### config.mk
export PLATFORM = sky130hd
export DESIGN_NAME = ssd_scan_driver_flat
export DESIGN_NICKNAME = d
export VERILOG_FILES = /design/src/rtl/ssd_pkg.sv /design/src/rtl/ssd_scan_driver_if.sv /design/src/rtl/ssd_decode.sv /design/src/rtl/ssd_scan_driver.sv /design/src/flat_wrapper.sv
export SDC_FILE = /design/constraint.sdc
export NUM_CORES = 1
export LEC_CHECK = 0
export ABC_AREA = 0
export BUFFER_PORTS_ARGS = -buffer_cell sky130_fd_sc_hd__buf_2
export CAP_MARGIN = 20
export CORE_UTILIZATION = 50
export CTS_CLUSTER_SIZE = 40
export DETAILED_ROUTE_END_ITERATION = 16
export GPL_TIMING_DRIVEN = 1
export MAX_ROUTING_LAYER = met4
export PLACE_DENSITY = 0.71
export SYNTH_ARGS = -nofsm -noshare
export SYNTH_HDL_FRONTEND = slang
export SYNTH_SLANG_ARGS = --single-unit
### constraint.sdc
create_clock -name clk -period 6.1 [get_ports clk]
set_input_delay 1.22 -clock clk [delete_from_list [all_inputs] [get_ports clk]]
set_output_delay 1.22 -clock clk [all_outputs]
set_load 0.02 [all_outputs]
### src/rtl/ssd_pkg.sv
// ssd_pkg: character codes and active-low glyphs shared by the
// lock FSM and the display scan driver.
package ssd_pkg;

  localparam int NDIG   = 4;
  localparam int CODE_W = 5;

  typedef logic [CODE_W-1:0] code_t;
  typedef logic [6:0]        seg_t;

  localparam code_t CODE_C     = 5'd10;
  localparam code_t CODE_L     = 5'd11;
  localparam code_t CODE_S     = 5'd12;
  localparam code_t CODE_D     = 5'd13;
  localparam code_t CODE_O     = 5'd14;
  localparam code_t CODE_P     = 5'd15;
  localparam code_t CODE_E     = 5'd16;
  localparam code_t CODE_N     = 5'd17;
  localparam code_t CODE_TIRE  = 5'd18;
  localparam code_t CODE_BLANK = 5'd19;

  // {a,b,c,d,e,f,g}, 0 = segment lit
  localparam seg_t SEG_0     = 7'h01;
  localparam seg_t SEG_1     = 7'h4F;
  localparam seg_t SEG_2     = 7'h12;
  localparam seg_t SEG_3     = 7'h06;
  localparam seg_t SEG_4     = 7'h4C;
  localparam seg_t SEG_5     = 7'h24;
  localparam seg_t SEG_6     = 7'h20;
  localparam seg_t SEG_7     = 7'h0F;
  localparam seg_t SEG_8     = 7'h00;
  localparam seg_t SEG_9     = 7'h04;
  localparam seg_t SEG_C     = 7'h31;
  localparam seg_t SEG_L     = 7'h71;
  localparam seg_t SEG_D     = 7'h42;
  localparam seg_t SEG_P     = 7'h18;
  localparam seg_t SEG_E     = 7'h30;
  localparam seg_t SEG_N     = 7'h6A;
  localparam seg_t SEG_TIRE  = 7'h7E;
  localparam seg_t SEG_BLANK = 7'h7F;

endpackage

### src/rtl/ssd_scan_driver_if.sv
// ssd_scan_driver_if: character word in, multiplexed anode and
// segment drive out.
interface ssd_scan_driver_if;
  import ssd_pkg::*;

  logic [19:0] ssd;
  logic [3:0]  blink_mask;
  logic [3:0]  AN;
  seg_t        seven_out;
  logic        frame_start;

  modport master (
    output ssd, blink_mask,
    input  AN, seven_out, frame_start
  );

  modport slave (
    input  ssd, blink_mask,
    output AN, seven_out, frame_start
  );

endinterface

### src/rtl/ssd_decode.sv
// ssd_decode: 5-bit character code to active-low segments.
// Unassigned codes render blank.
module ssd_decode
  import ssd_pkg::*;
(
  input  code_t code_i,
  output seg_t  seg_o
);

  always_comb begin
    seg_o = SEG_BLANK;
    case (code_i)
      5'd0:      seg_o = SEG_0;
      5'd1:      seg_o = SEG_1;
      5'd2:      seg_o = SEG_2;
      5'd3:      seg_o = SEG_3;
      5'd4:      seg_o = SEG_4;
      5'd5:      seg_o = SEG_5;
      5'd6:      seg_o = SEG_6;
      5'd7:      seg_o = SEG_7;
      5'd8:      seg_o = SEG_8;
      5'd9:      seg_o = SEG_9;
      CODE_C:    seg_o = SEG_C;
      CODE_L:    seg_o = SEG_L;
      CODE_S:    seg_o = SEG_5;
      CODE_D:    seg_o = SEG_D;
      CODE_O:    seg_o = SEG_0;
      CODE_P:    seg_o = SEG_P;
      CODE_E:    seg_o = SEG_E;
      CODE_N:    seg_o = SEG_N;
      CODE_TIRE: seg_o = SEG_TIRE;
      default:   seg_o = SEG_BLANK;
    endcase
  end

endmodule

### src/rtl/ssd_scan_driver.sv
// ssd_scan_driver: 4-digit common-anode scan with per-frame shadow
// latch; optional digit blinking when SSD_BLINK_EN is defined.
module ssd_scan_driver
  import ssd_pkg::*;
#(
  parameter int CLK_HZ     = 100_000_000,
  parameter int REFRESH_HZ = 1000,
  parameter int BLINK_HZ   = 1
)(
  input logic               clk,
  input logic               rst,
  ssd_scan_driver_if.slave  bus
);

  localparam int DWELL = CLK_HZ / (4 * REFRESH_HZ);
  localparam int DW_W  = $clog2(DWELL);
  localparam logic [DW_W-1:0] DW_LAST = DW_W'(DWELL - 1);

  logic [DW_W-1:0] dwell_q, dwell_d;
  logic [1:0]      idx_q, idx_d;
  logic [19:0]     shadow_q, shadow_d;
  logic            first_q;
  logic [3:0]      an_q, an_d;
  seg_t            seg_q, seg_d;
  logic            fs_q;

  logic  dwell_end;
  logic  load;
  logic  blank;
  code_t code;
  seg_t  seg_dec;

  assign dwell_end = (dwell_q == DW_LAST);
  assign load = first_q | (dwell_end & (idx_q == 2'd3));

  always_comb begin
    dwell_d  = dwell_q + DW_W'(1);
    idx_d    = idx_q;
    shadow_d = shadow_q;
    if (dwell_end) begin
      dwell_d = '0;
      idx_d   = idx_q + 2'd1;
    end
    if (load) shadow_d = bus.ssd;
  end

  always_comb begin
    code = shadow_q[19:15];
    case (idx_q)
      2'd0: code = shadow_q[19:15];
      2'd1: code = shadow_q[14:10];
      2'd2: code = shadow_q[9:5];
      2'd3: code = shadow_q[4:0];
      default: code = shadow_q[19:15];
    endcase
  end

  ssd_decode u_dec (
    .code_i (code),
    .seg_o  (seg_dec)
  );

`ifdef SSD_BLINK_EN
  localparam int BLINK_HALF = CLK_HZ / (2 * BLINK_HZ);
  localparam int BW = (BLINK_HALF > 1) ? $clog2(BLINK_HALF) : 1;
  localparam logic [BW-1:0] B_LAST = BW'(BLINK_HALF - 1);

  logic [BW-1:0] bcnt_q, bcnt_d;
  logic          boff_q, boff_d;
  logic [3:0]    mask_q, mask_d;

  // Blink phase free-runs; it is not aligned to frames.
  always_comb begin
    bcnt_d = bcnt_q + BW'(1);
    boff_d = boff_q;
    mask_d = mask_q;
    if (bcnt_q == B_LAST) begin
      bcnt_d = '0;
      boff_d = ~boff_q;
    end
    if (load) mask_d = bus.blink_mask;
  end

  always_ff @(posedge clk or negedge rst) begin
    if (!rst) begin
      bcnt_q <= '0;
      boff_q <= 1'b0;
      mask_q <= '0;
    end else begin
      bcnt_q <= bcnt_d;
      boff_q <= boff_d;
      mask_q <= mask_d;
    end
  end

  assign blank = boff_q & mask_q[~idx_q];
`else
  logic unused_mask;
  assign unused_mask = ^bus.blink_mask;
  assign blank = 1'b0;
`endif

  assign an_d  = ~(4'b1000 >> idx_q);
  assign seg_d = blank ? SEG_BLANK : seg_dec;

  always_ff @(posedge clk or negedge rst) begin
    if (!rst) begin
      dwell_q  <= '0;
      idx_q    <= '0;
      shadow_q <= {NDIG{CODE_BLANK}};
      first_q  <= 1'b1;
      an_q     <= 4'b1111;
      seg_q    <= SEG_BLANK;
      fs_q     <= 1'b0;
    end else begin
      dwell_q  <= dwell_d;
      idx_q    <= idx_d;
      shadow_q <= shadow_d;
      first_q  <= 1'b0;
      an_q     <= an_d;
      seg_q    <= seg_d;
      fs_q     <= load;
    end
  end

  assign bus.AN          = an_q;
  assign bus.seven_out   = seg_q;
  assign bus.frame_start = fs_q;

endmodule

### src/flat_wrapper.sv
// flat-port wrapper written by rule: the top's interface ports become plain ports
module ssd_scan_driver_flat import ssd_pkg::*;
#(
  parameter int CLK_HZ     = 100_000_000,
  parameter int REFRESH_HZ = 1000,
  parameter int BLINK_HZ   = 1
)
  (clk, rst, bus_ssd, bus_blink_mask, bus_AN, bus_seven_out, bus_frame_start);
  ssd_scan_driver_if bus_i ();
  input logic clk;
  input logic rst;
  input wire logic [$bits(bus_i.ssd)-1:0] bus_ssd;
  input wire logic [$bits(bus_i.blink_mask)-1:0] bus_blink_mask;
  output wire logic [$bits(bus_i.AN)-1:0] bus_AN;
  output wire logic [$bits(bus_i.seven_out)-1:0] bus_seven_out;
  output wire logic [$bits(bus_i.frame_start)-1:0] bus_frame_start;
  assign bus_i.ssd = bus_ssd;
  assign bus_i.blink_mask = bus_blink_mask;
  assign bus_AN = bus_i.AN;
  assign bus_seven_out = bus_i.seven_out;
  assign bus_frame_start = bus_i.frame_start;
  ssd_scan_driver #(.CLK_HZ(CLK_HZ), .REFRESH_HZ(REFRESH_HZ), .BLINK_HZ(BLINK_HZ)) u_core (.clk(clk), .rst(rst), .bus(bus_i));
endmodule
==> run summary, run 1 <==
* **result of the run** completed
* **post-CTS setup-driven buffer insertion count** 0
* **detailed router's first-iteration violation count** 122
* **Warnings, synthesis** 0
* **Tmin final** 2.59 ns
* **final count of negative-setup-slack endpoints** 0
* **Flop pwr share** 0.523
* **register clock-pin slew on the reported worst setup and hold paths** 0.09 ns
* **Setup Total Neg Slack** 0 ns
* **Pwr Density** 252 nW/um^2
* **max-slew headroom at the worst pin** 0.304
* **post-synthesis area per instance** 12.2 sq um
* **Power, Total** 719 uW
* **Worst Path Arrival** 2.80 ns
* **area of the core** 4750 sq um
* **Logic pwr share** 0.151
* **largest fanout on the critical path** 8
* **filler cell count** 387
* **last weighted congestion value of the routability-driven placer** 0.841
* **total net switching power** 169 uW
* **synthesis-stage register bit count** 50
* **share of flip-flops with an asynchronous set or reset after synthesis** 1.00
* **Antenna Violating Nets Remaining** 0
* **worst-case hold slack** 0.484 ns
* **cell type with the highest aggregate area in the netlist** sky130_fd_sc_hd__dfrtp_1
* **pins over their slew limit** 0
* **total global routing track utilization** 0.188
* **CP Class** reg -> reg
* **area delta synth->final** 14.0%
* **slowest cell on the critical path** sky130_fd_sc_hd__mux2i_1
* **Die X-Extent** 72.7 microns
* **Longest Clk Path Bufs** 2
* **buffers plus inverters on the worst setup path** 2
* **share of layout cells above drive strength 1** 0.384
* **portion of the clock cycle consumed by the worst path in the final layout** 0.424
* **starting density of the core** 0.526
* **Detailed Routing Iterations Pass 1** 5
* **global-route wire length before repair** 7340 microns
* **final design utilization** 0.600
* **maximum number of pins on one net before global-route repair** 51
* **number of nets produced by synthesis** 244
* **sequential fraction of the synthesis area** 0.512
* **number of clock buffers inserted by TritonCTS** 5
* **reported max-cap violation count** 0
* **cell internal pwr** 550 uW
* **vias in the first global route** 1,592
* **Final Hold Violating Endpoints** 0
* **diodes inserted** 0
* **required time worst endpoint** 6.31 ns
* **count of boundary I/O pins** 38
* **initial antenna violation count** 0
* **family with the most delay on the worst path** adder cells
* **final layout net count** 280
* **main area contributors after synthesis** sky130_fd_sc_hd__dfrtp_1, sky130_fd_sc_hd__dfstp_2, sky130_fd_sc_hd__mux2_4
* **H-tree lvl count** 2
* **Resized cells post-CTS** 0
* **vias post-DR** 1,595
* **portion of synthesized cell area occupied by the leading cell type** 0.260
* **combined area of all synthesized cells** 2500 sq um
* **CTS Root Cell** sky130_fd_sc_hd__clkbuf_8
* **transition time at the pin with the least slew margin** 1.02 ns
* **HPWL after detailed placement** 2890 microns
* **CTS tree** done
* **clock skew** 0.00904 ns
* **Die Area** 5290 sq um
* **# clock sinks** 50
* **static leakage** 1.32 nW
* **number of distinct library cells after synthesis** 44
* **synthesized netlist cell count** 205
* **row count** 25
* **maximum clock rate** 386 MHz
* **largest stage delay on the critical path** 0.51 ns
* **net switching share of the total power** 0.235
* **# port buffers** 33
* **overall die height** 72.7 microns
* **global-route congestion overflow total** 0
* **post-detailed-route DRC marker count** 0
* **unrepaired setup endpoints after global routing** false
* **average wire length per cell after detail routing** 13.6 microns
* **maximum VDD drop** 0.000104 V
* **via-per-instance ratio** 5.16
* **ys flop type** sky130_fd_sc_hd__dfrtp_1
* **total detailed-routing wirelength** 4190 microns
* **endpoint type of the worst setup path** register
* **ordered cell list for the critical path** inv_1, ha_1, mux2i_1, inv_1, ha_1, and3_1, a2111oi_2, a21oi_1
* **share of total power in the clock network** 0.327
* **Tightest Hold Check Type** reg -> reg
* **number of enable flip-flop cells after synthesis** 0
* **clock insertion delay at the later pin of the skew report** 0.30 ns
* **hold bufs inserted after CTS** 0
* **Worst Setup Start Kind** register
-- sequential cells by signal (all words and copies together), names as in the netlist --
signal	count
u_core.shadow_q	20
u_core.dwell_q	15
u_core.bus.seven_out	7
u_core.bus.AN	4
u_core.idx_q	2
u_core.bus.frame_start	1
u_core.first_q	1
-- worst register-to-register path, stage by stage, from the launching register on --
cell	delay (ns)
sky130_fd_sc_hd__dfrtp_1	0.41
sky130_fd_sc_hd__inv_1	0.15
sky130_fd_sc_hd__ha_1	0.43
sky130_fd_sc_hd__mux2i_1	0.51
sky130_fd_sc_hd__inv_1	0.20
sky130_fd_sc_hd__ha_1	0.25
sky130_fd_sc_hd__and3_1	0.16
sky130_fd_sc_hd__a2111oi_2	0.32
sky130_fd_sc_hd__a21oi_1	0.08
-- power by group through the flow --
| stage | Combinational (mW) | Sequential, mW | Clock [mW] |
|---|---|---|---|
| floorplan | 0.0656 | 0.392 | 0 |
| global placement | 0.106 | 0.381 | 0 |
| CTS | 0.107 | 0.375 | 0.242 |
| finish | 0.108 | 0.375 | 0.235 |
| global route | 0.121 | 0.378 | 0.257 |
| detailed placement | 0.107 | 0.381 | 0 |
-- per-layer routing --
layer,GRT usage,part of all wire,vias up
li1,-,-,781
met1,0.233,0.45,772
met2,0.308,0.50,37
met3,0.0414,0.036,5
met4,0.0588,0.011,0
met5,-,0,-
-- through the flow --
stage,area (sq um),instances,setup WS [ns]
after floorplan,2500,205,3.89
after global placement,2720,300,3.54
after detailed placement,2720,300,3.52
after CTS,2830,308,3.49
after global routing,2850,309,3.30
final,2850,309,3.51
-- cell families (layout without fill, tap and decap cells) --
logic type | Yosys count | after routing | synth area share
and+or+nand+nor | 51 | 51 | 0.0980
DFF | 50 | 50 | 0.512
AOI/OAI and AO/OA | 29 | 29 | 0.0915
muxes | 26 | 26 | 0.143
buffers and inverters | 21 | 58 | 0.0395
xor gates and xnor gates | 14 | 14 | 0.0490
adders and majority gates | 13 | 13 | 0.0650
other | 1 | 1 | 0.00150
-- cells in the final DEF, fill, tap and decap left out, types with 5 or more instances in the layout --
cell type and count:
sky130_fd_sc_hd__inv_1 14, sky130_fd_sc_hd__xor2_1 5, sky130_fd_sc_hd__nand3_1 5, sky130_fd_sc_hd__nor2_1 14
sky130_fd_sc_hd__ha_1 13, sky130_fd_sc_hd__dfstp_2 24, sky130_fd_sc_hd__dfrtp_1 26, sky130_fd_sc_hd__nand2_1 16
sky130_fd_sc_hd__clkbuf_8 6, sky130_fd_sc_hd__mux2_4 19, sky130_fd_sc_hd__buf_2 33, sky130_fd_sc_hd__xnor2_1 9
-- Yosys cell counts, drive strengths merged (2+ instances only) --
| master | count |
|---|---|
| a2111oi | 2 |
| a21oi | 5 |
| a222oi | 4 |
| a22oi | 3 |
| a2bb2oi | 2 |
| a31oi | 3 |
| and3 | 4 |
| buf | 6 |
| dfrtp | 26 |
| dfstp | 24 |
| ha | 13 |
| inv | 15 |
| mux2 | 22 |
| mux2i | 4 |
| nand2 | 16 |
| nand3 | 5 |
| nand4 | 2 |
| nor2 | 14 |
| nor3 | 4 |
| o21ai | 4 |
| xnor2 | 9 |
| xor2 | 5 |
-- worst paths after layout --
path	start	depth (start not counted)	to	slack, ns
min in group asynchronous	rst	1	u_core.shadow_q[3]$_DFFE_PN0P_	0.76
setup / recovery	u_core.idx_q[0]$_DFFE_PN0N_	8	u_core.bus.seven_out[6]$_DFF_PN1_	3.51
hold reg to reg	u_core.dwell_q[14]$_DFF_PN0_	1	u_core.dwell_q[14]$_DFF_PN0_	0.48
hold / removal	u_core.dwell_q[14]$_DFF_PN0_	1	u_core.dwell_q[14]$_DFF_PN0_	0.48
setup reg to reg	u_core.idx_q[0]$_DFFE_PN0N_	8	u_core.bus.seven_out[6]$_DFF_PN1_	3.51
max in group asynchronous	rst	2	u_core.shadow_q[16]$_DFFE_PN1P_	4.80
-- final cells by class --
cell class | count | area [sq um] | share of cell area
clock buffer | 7 | 86.3 | 0.0303
clock inverter | 1 | 30.0 | 0.0105
inverter | 15 | 56.3 | 0.0197
multi-input combinational | 134 | 1120 | 0.393
sequential | 50 | 1280 | 0.449
tap | 67 | 83.8 | 0.0294
timing repair buffer | 35 | 193 | 0.0675
Power figures use the tool's default switching activity.
==> run 2, diff against run 1 <==
Settings changed: ABC_AREA 0 to 1, PLACE_DENSITY 0.71 to 0.74.
Clock period 6.1 ns to 2.3 ns, I/O delays scaled along.
==> run 2 against run 1 <==
Combinational power increased by 140%. Wire length is 33% higher. Synthesized cell count increased by 61%. Synthesized area is 7.6% higher. Core utilization barely moved.
==> run summary, run 2 <==
* **vias post-DR** 2,229, +40%
* **H-tree lvl count** 2, unchanged
* **area taken by flip-flops and latches** 1280 sq um, unchanged
* **filler cell count** 471, +22%
* **R2R Path Start** u_core.idx_q[0]$_DFFE_PN0N_
* **Warnings, synthesis** 0, unchanged
* **ys flop type** sky130_fd_sc_hd__dfrtp_1
* **area of the core** 5140 sq um, +8.1%
* **cell internal pwr** 1.52 mW, +180%
* **reported max-cap violation count** 0, unchanged
* **flip-flop count of the largest register after layout** 20, unchanged
* **final worst-path setup slack** 0.197 ns, -3.31 ns
* **Antenna Violating Nets Remaining** 0, unchanged
* **synthesized netlist cell count** 330, +61%
* **Detailed Routing Iterations Pass 1** 4, -1
* **Flop pwr share** 0.492, -0.031
* **maximum VDD drop** 0.000449 V, +330%
* **Die Area** 5680 sq um, +7.4%
* **net switching share of the total power** 0.242, +0.00711
* **row count** 26, +4.0%
* **depth of the most critical reg-to-reg path** 13, +5
* **via-per-instance ratio** 5.08, -1.6%
* **Die X-Extent** 75.4 microns, +3.6%
* **post-CTS setup-driven buffer insertion count** 0, unchanged
* **post-detailed-route DRC marker count** 0, unchanged
* **area delta synth->final** 14.5%
* **portion of synthesized cell area occupied by the leading cell type** 0.242, -0.0184
* **post-synthesis area per instance** 8.16 sq um, -33%
* **worst-case hold slack** 0.0374 ns, -0.447 ns
* **CP Class** reg -> reg
* **number of enable flip-flop cells after synthesis** 0, unchanged
* **share of flip-flops with an asynchronous set or reset after synthesis** 1.00, unchanged
* **result of the run** completed
* **Worst Setup Start Kind** register
* **Tmin final** 2.10 ns, -0.486 ns
* **capture instance of the worst register-to-register path** u_core.bus.seven_out[4]$_DFF_PN1_
* **leading cell types in the layout, fill and taps excluded** sky130_fd_sc_hd__nand2_1, sky130_fd_sc_hd__nand3_1, sky130_fd_sc_hd__buf_2
* **Setup Total Neg Slack** 0 ns, unchanged
* **final design utilization** 0.600, about the same
* **Post-Place Cell Area** 2940 sq um, +8.2%
* **hold bufs inserted after CTS** 0, unchanged
* **overall die height** 75.4 microns, +3.6%
* **count of boundary I/O pins** 38, unchanged
* **CTS Root Cell** sky130_fd_sc_hd__clkbuf_8
* **synthesis-stage register bit count** 50, unchanged
* **maximum clock rate** 476 MHz, +23%
* **Resized cells post-CTS** 0, unchanged
* **detailed router's first-iteration violation count** 122, unchanged
* **Design Area, Final** 3080 sq um, +8.1%
* **static leakage** 1.56 nW, +18%
* **register clock-pin slew on the reported worst setup and hold paths** 0.09 ns, about the same
* **last weighted congestion value of the routability-driven placer** 0.916, +8.9%
* **total detailed-routing wirelength** 5570 microns, +33%
* **total area of multi-input combinational cells** 1230 sq um, +9.3%
* **top post-synthesis cells by count** sky130_fd_sc_hd__nand2_1, sky130_fd_sc_hd__nand3_1, sky130_fd_sc_hd__inv_1
* **endpoint type of the worst setup path** register
* **global-route wire length before repair** 9160 microns, +25%
* **Final Hold Violating Endpoints** 0, unchanged
* **share of total power in the clock network** 0.381, +0.054
* **total global routing track utilization** 0.222, +0.0339
* **# clock sinks** 50, unchanged
* **number of clock buffers inserted by TritonCTS** 5, unchanged
* **most frequent standard cell in the layout excluding fill and tap cells** sky130_fd_sc_hd__nand2_1
* **share of layout cells above drive strength 1** 0.236, -0.149
* **vias in the first global route** 2,105, +32%
* **required time worst endpoint** 2.55 ns, -3.76 ns
* **portion of the clock cycle consumed by the worst path in the final layout** 0.914, +0.490
* **Longest Clk Path Bufs** 2, unchanged
* **main area contributors after synthesis** sky130_fd_sc_hd__dfrtp_1, sky130_fd_sc_hd__dfstp_2, sky130_fd_sc_hd__nand2_1
* **number of distinct library cells after synthesis** 32, -27%
* **clock insertion delay at the later pin of the skew report** 0.30 ns, about the same
* **worst slack, placed** 0.263 ns, -3.26 ns
* **largest fanout on the critical path** 6, -2
* **combined area of all synthesized cells** 2690 sq um, +7.6%
* **number of nets produced by synthesis** 369, +51%
* **sequential fraction of the synthesis area** 0.476, -0.0362
* **transition time at the pin with the least slew margin** 0.542 ns, -0.473 ns
* **final layout net count** 407, +45%
* **initial antenna violation count** 0, unchanged
* **library cell with the highest instance count after synthesis** sky130_fd_sc_hd__nand2_1
* **# port buffers** 33, unchanged
* **diodes inserted** 0, unchanged
* **maximum number of pins on one net before global-route repair** 22, -57%
* **max-slew headroom at the worst pin** 0.635, +0.331
* **starting density of the core** 0.524, -0.00246
* **total net switching power** 484 uW, +190%
* **pins over their slew limit** 0, unchanged
* **Tightest Hold Check Type** in -> async
* **final count of negative-setup-slack endpoints** 0, unchanged
* **Pwr Density** 649 nW/um^2, +160%
* **cell type with the highest aggregate area in the netlist** sky130_fd_sc_hd__dfrtp_1
* **register with the most flip-flops** u_core.shadow_q
* **clock skew** 0.00252 ns, -0.00652 ns
* **Worst Path Arrival** 2.36 ns, -0.44 ns
* **CTS tree** done
* **global-route congestion overflow total** 0, unchanged
* **Logic pwr share** 0.127, -0.024
* **average wire length per cell after detail routing** 12.7 microns, -6.5%
* **unrepaired setup endpoints after global routing** false
* **worst-case register-to-register setup slack** 0.20 ns, -3.31 ns
* **HPWL after detailed placement** 3970 microns, +38%
## run 2: cell types whose count changed in the layout (fill, tap and decap cells not counted), moves of 5 or more
cell / before / now
sky130_fd_sc_hd__buf_4: 1 / 6
sky130_fd_sc_hd__nor2_1: 14 / 23
sky130_fd_sc_hd__xnor2_1: 9 / 0
sky130_fd_sc_hd__inv_1: 14 / 32
sky130_fd_sc_hd__nand3_1: 5 / 51
sky130_fd_sc_hd__nand2_1: 16 / 101
sky130_fd_sc_hd__mux2_4: 19 / 0
## run 2: cell families (layout without fill, tap and decap cells)
family	count (synthesis)	after routing	synth area share
other	1	1	0.00139
buffers and inverters	44	83	0.0688
AND/OR/NAND/NOR	201	201	0.334
AO/OA/AOI/OAI	14	14	0.0367
XOR/XNOR	7	7	0.0228
adder cells (fa/ha/maj)	13	13	0.0604
flip-flops	50	50	0.476
## run 2: power by group through the flow
stage | Combinational [mW] | Sequential (mW) | Clock [mW]
after CTS | 0.257 | 0.985 | 0.777
after detailed placement | 0.253 | 0.999 | 0
after global placement | 0.248 | 0.998 | 0
final | 0.254 | 0.985 | 0.763
after global routing | 0.288 | 0.993 | 0.801
after floorplan | 0.136 | 1.03 | 0
## run 2: how the worst max path moves through the flow
| stage | start | end | slack, ns | cells past startpoint |
|---|---|---|---|---|
| 6_report | u_core.idx_q[0]$_DFFE_PN0N_ | u_core.bus.seven_out[4]$_DFF_PN1_ | 0.20 | 13 |
| 5_1_grt | u_core.idx_q[0]$_DFFE_PN0N_ | u_core.bus.seven_out[4]$_DFF_PN1_ | 0.005 | 13 |
| 4_1_cts | u_core.idx_q[0]$_DFFE_PN0N_ | u_core.bus.seven_out[4]$_DFF_PN1_ | 0.21 | 13 |
| 3_5_place_dp | u_core.idx_q[0]$_DFFE_PN0N_ | u_core.bus.seven_out[4]$_DFF_PN1_ | 0.26 | 13 |
| 3_3_place_gp | u_core.idx_q[0]$_DFFE_PN0N_ | u_core.bus.seven_out[4]$_DFF_PN1_ | 0.29 | 14 |
| 2_1_floorplan | u_core.idx_q[0]$_DFFE_PN0N_ | u_core.bus.seven_out[3]$_DFF_PN1_ | 0.39 | 13 |
## run 2: cell type report
| class | count | area share |
|---|---|---|
| inverter | 36 | 0.0438 |
| multi-input combinational | 236 | 0.398 |
| timing repair buffer | 39 | 0.0682 |
| sequential | 50 | 0.416 |
| clock buffer | 6 | 0.0268 |
| clock inverter | 2 | 0.0195 |
| tap | 70 | 0.0284 |
## run 2: per-stage QoR
step,cells,power (mW)
after detailed placement,431,1.25
after floorplan,330,1.16
after global routing,439,2.08
after global placement,431,1.25
after CTS,439,2.02
final,439,2.00
## run 2: critical path, cell delays in order (launching register included)
cell and delay [ns]:
sky130_fd_sc_hd__dfrtp_1 0.41, sky130_fd_sc_hd__inv_1 0.14, sky130_fd_sc_hd__ha_1 0.31, sky130_fd_sc_hd__nand2_1 0.10, sky130_fd_sc_hd__nand2_1 0.10, sky130_fd_sc_hd__nor2_1 0.05
sky130_fd_sc_hd__nor2_1 0.23, sky130_fd_sc_hd__ha_1 0.26, sky130_fd_sc_hd__inv_1 0.07, sky130_fd_sc_hd__nand3_1 0.12, sky130_fd_sc_hd__nand3_1 0.09, sky130_fd_sc_hd__nand2_1 0.07
sky130_fd_sc_hd__nand2_1 0.04, sky130_fd_sc_hd__nand2_1 0.05
## run 2: per-layer routing
metal  global-route usage  vias up  share of wire
met4               0.0967        0          0.019
li1                     -     1125              -
met5                    -        -              0
met3               0.0384       11          0.047
met1                0.255     1025           0.43
met2                0.382       68           0.50
==> run 3, diff against run 2 <==
Settings changed: PLACE_DENSITY 0.74 to 0.71.
Clock period 2.3 ns to 2.4 ns, I/O delays scaled along.
==> run 3 against run 2 <==
Clock skew grew 0.0056 ns. Clock power shrank 23%. Die area is the same. Combinational power shrank 4%. Global-route usage grew 0.63 points. Sequential share of layout area grew 0.46 points. Total power shrank 11%. Non-clock buffer count is the same. First-iteration DRC count grew 120%. Clock-buffer cell count shrank 1. Hold slack gained 0.069 ns. Via count shrank 0.67%. Largest cell class unchanged.
==> run summary, run 3 (synthesis gave the netlist of run 2 again) <==
* **HPWL after detailed placement** 3990 microns, +0.29%
* **# port buffers** 33, unchanged
* **maximum clock rate** 480 MHz, +0.94%
* **Pwr Density** 581 nW/um^2, -10%
* **Antenna Violating Nets Remaining** 0, unchanged
* **CP Class** reg -> reg
* **final worst-path setup slack** 0.317 ns, +0.119 ns
* **Worst Setup Start Kind** register
* **count of boundary I/O pins** 38, unchanged
* **maximum VDD drop** 0.000318 V, -29%
* **max-slew headroom at the worst pin** 0.607, -0.0287
* **vias in the first global route** 2,061, -2.1%
* **Detailed Routing Iterations Pass 1** 4, unchanged
* **register clock-pin slew on the reported worst setup and hold paths** 0.09 ns, about the same
* **register with the most flip-flops** u_core.shadow_q
* **via-per-instance ratio** 5.04, -0.67%
* **final layout net count** 407, unchanged
* **global-route congestion overflow total** 0, unchanged
* **worst-case hold slack** 0.107 ns, +0.0692 ns
* **clock insertion delay at the later pin of the skew report** 0.31 ns, about the same
* **detailed router's first-iteration violation count** 274, +120%
* **# clock sinks** 50, unchanged
* **last weighted congestion value of the routability-driven placer** 0.948, +3.5%
* **transition time at the pin with the least slew margin** 0.585 ns, +0.0427 ns
* **Setup Total Neg Slack** 0 ns, unchanged
* **most frequent standard cell in the layout excluding fill and tap cells** sky130_fd_sc_hd__nand2_1
* **Worst Path Arrival** 2.34 ns, -0.02 ns
* **area of the core** 5140 sq um, unchanged
* **Post-Place Cell Area** 2940 sq um, unchanged
* **depth of the most critical reg-to-reg path** 13, unchanged
* **reported max-cap violation count** 0, unchanged
* **clock skew** 0.00813 ns, +0.00561 ns
* **worst slack, placed** 0.349 ns, +0.0861 ns
* **final count of negative-setup-slack endpoints** 0, unchanged
* **H-tree lvl count** 2, unchanged
* **Design Area, Final** 3050 sq um, -1.1%
* **CTS tree** done
* **final design utilization** 0.593, -0.00657
* **result of the run** completed
* **diodes inserted** 0, unchanged
* **area delta synth->final** 13.2%
* **number of clock buffers inserted by TritonCTS** 5, unchanged
* **portion of the clock cycle consumed by the worst path in the final layout** 0.868, -0.0462
* **unrepaired setup endpoints after global routing** false
* **vias post-DR** 2,214, -0.67%
* **Resized cells post-CTS** 0, unchanged
* **hold bufs inserted after CTS** 0, unchanged
* **capture instance of the worst register-to-register path** u_core.bus.seven_out[4]$_DFF_PN1_
* **total detailed-routing wirelength** 5520 microns, -0.83%
* **share of layout cells above drive strength 1** 0.236, unchanged
* **total global routing track utilization** 0.228, +0.00632
* **Tmin final** 2.08 ns, -0.0195 ns
* **post-CTS setup-driven buffer insertion count** 0, unchanged
* **overall die height** 75.4 microns, unchanged
* **initial antenna violation count** 0, unchanged
* **Longest Clk Path Bufs** 2, unchanged
* **Final Hold Violating Endpoints** 0, unchanged
* **endpoint type of the worst setup path** register
* **R2R Path Start** u_core.idx_q[0]$_DFFE_PN0N_
* **required time worst endpoint** 2.65 ns, +0.10 ns
* **row count** 26, unchanged
* **post-detailed-route DRC marker count** 0, unchanged
* **CTS Root Cell** sky130_fd_sc_hd__clkbuf_8
* **worst-case register-to-register setup slack** 0.32 ns, +0.12 ns
* **static leakage** 1.54 nW, -0.87%
* **Tightest Hold Check Type** in -> async
* **Die Area** 5680 sq um, unchanged
* **global-route wire length before repair** 9470 microns, +3.4%
* **leading cell types in the layout, fill and taps excluded** sky130_fd_sc_hd__nand2_1, sky130_fd_sc_hd__nand3_1, sky130_fd_sc_hd__buf_2
* **average wire length per cell after detail routing** 12.6 microns, -0.83%
* **starting density of the core** 0.524, unchanged
* **maximum number of pins on one net before global-route repair** 22, unchanged
* **pins over their slew limit** 0, unchanged
* **largest fanout on the critical path** 6, unchanged
* **flip-flop count of the largest register after layout** 20, unchanged
* **Die X-Extent** 75.4 microns, unchanged
==> run 3: changes by cell type in the layout (fill, tap and decap cells not counted) <==
cell,change
sky130_fd_sc_hd__bufinv_16,-1
sky130_fd_sc_hd__clkinv_2,+2
sky130_fd_sc_hd__clkbuf_8,-1
==> run 3: worst max path at each step <==
stage | slack, ns | cells past startpoint | from | to
after detailed placement | 0.35 | 13 | u_core.idx_q[0]$_DFFE_PN0N_ | u_core.bus.seven_out[4]$_DFF_PN1_
after floorplan | 0.49 | 13 | u_core.idx_q[0]$_DFFE_PN0N_ | u_core.bus.seven_out[3]$_DFF_PN1_
final | 0.32 | 13 | u_core.idx_q[0]$_DFFE_PN0N_ | u_core.bus.seven_out[4]$_DFF_PN1_
after global routing | 0.11 | 13 | u_core.idx_q[1]$_DFFE_PN0N_ | u_core.bus.seven_out[4]$_DFF_PN1_
after CTS | 0.30 | 13 | u_core.idx_q[0]$_DFFE_PN0N_ | u_core.bus.seven_out[4]$_DFF_PN1_
after global placement | 0.37 | 13 | u_core.idx_q[0]$_DFFE_PN0N_ | u_core.bus.seven_out[4]$_DFF_PN1_
==> run 3: routing by layer <==
layer	part of all wire	wire length [microns]	global-route usage
met5	0	0	-
met4	0.0072	40	0.0556
met3	0.049	269	0.0437
met2	0.45	2510	0.350
met1	0.49	2700	0.314
==> run 3: layout make-up <==
cell class,count,area (sq um)
timing repair buffer,39,210
inverter,36,135
clock inverter,3,40.0
multi-input combinational,236,1230
sequential,50,1280
tap,70,87.6
clock buffer,5,68.8
fill,474,2090
==> run 3: worst max-delay path, cell delays in order, from the launching register on <==
cell and delay, ns:
sky130_fd_sc_hd__dfrtp_1 0.41, sky130_fd_sc_hd__inv_1 0.14, sky130_fd_sc_hd__ha_1 0.30, sky130_fd_sc_hd__nand2_1 0.08
sky130_fd_sc_hd__nand2_1 0.08, sky130_fd_sc_hd__nor2_1 0.05, sky130_fd_sc_hd__nor2_1 0.25, sky130_fd_sc_hd__ha_1 0.26
sky130_fd_sc_hd__inv_1 0.06, sky130_fd_sc_hd__nand3_1 0.13, sky130_fd_sc_hd__nand3_1 0.10, sky130_fd_sc_hd__nand2_1 0.07
sky130_fd_sc_hd__nand2_1 0.05, sky130_fd_sc_hd__nand2_1 0.05
==> run 3: report_power, final <==
group | total (mW) | internal, mW | switching [mW]
combinational | 0.243 | 0.0877 | 0.155
clock | 0.586 | 0.307 | 0.279
sequential | 0.943 | 0.922 | 0.0214
total | 1.77 | 1.32 | 0.456
==> run 3: metrics by stage <==
stage,std cells,total power [mW]
floorplan,330,1.11
global placement,431,1.19
detailed placement,431,1.20
CTS,439,1.79
global route,439,1.87
finish,439,1.77
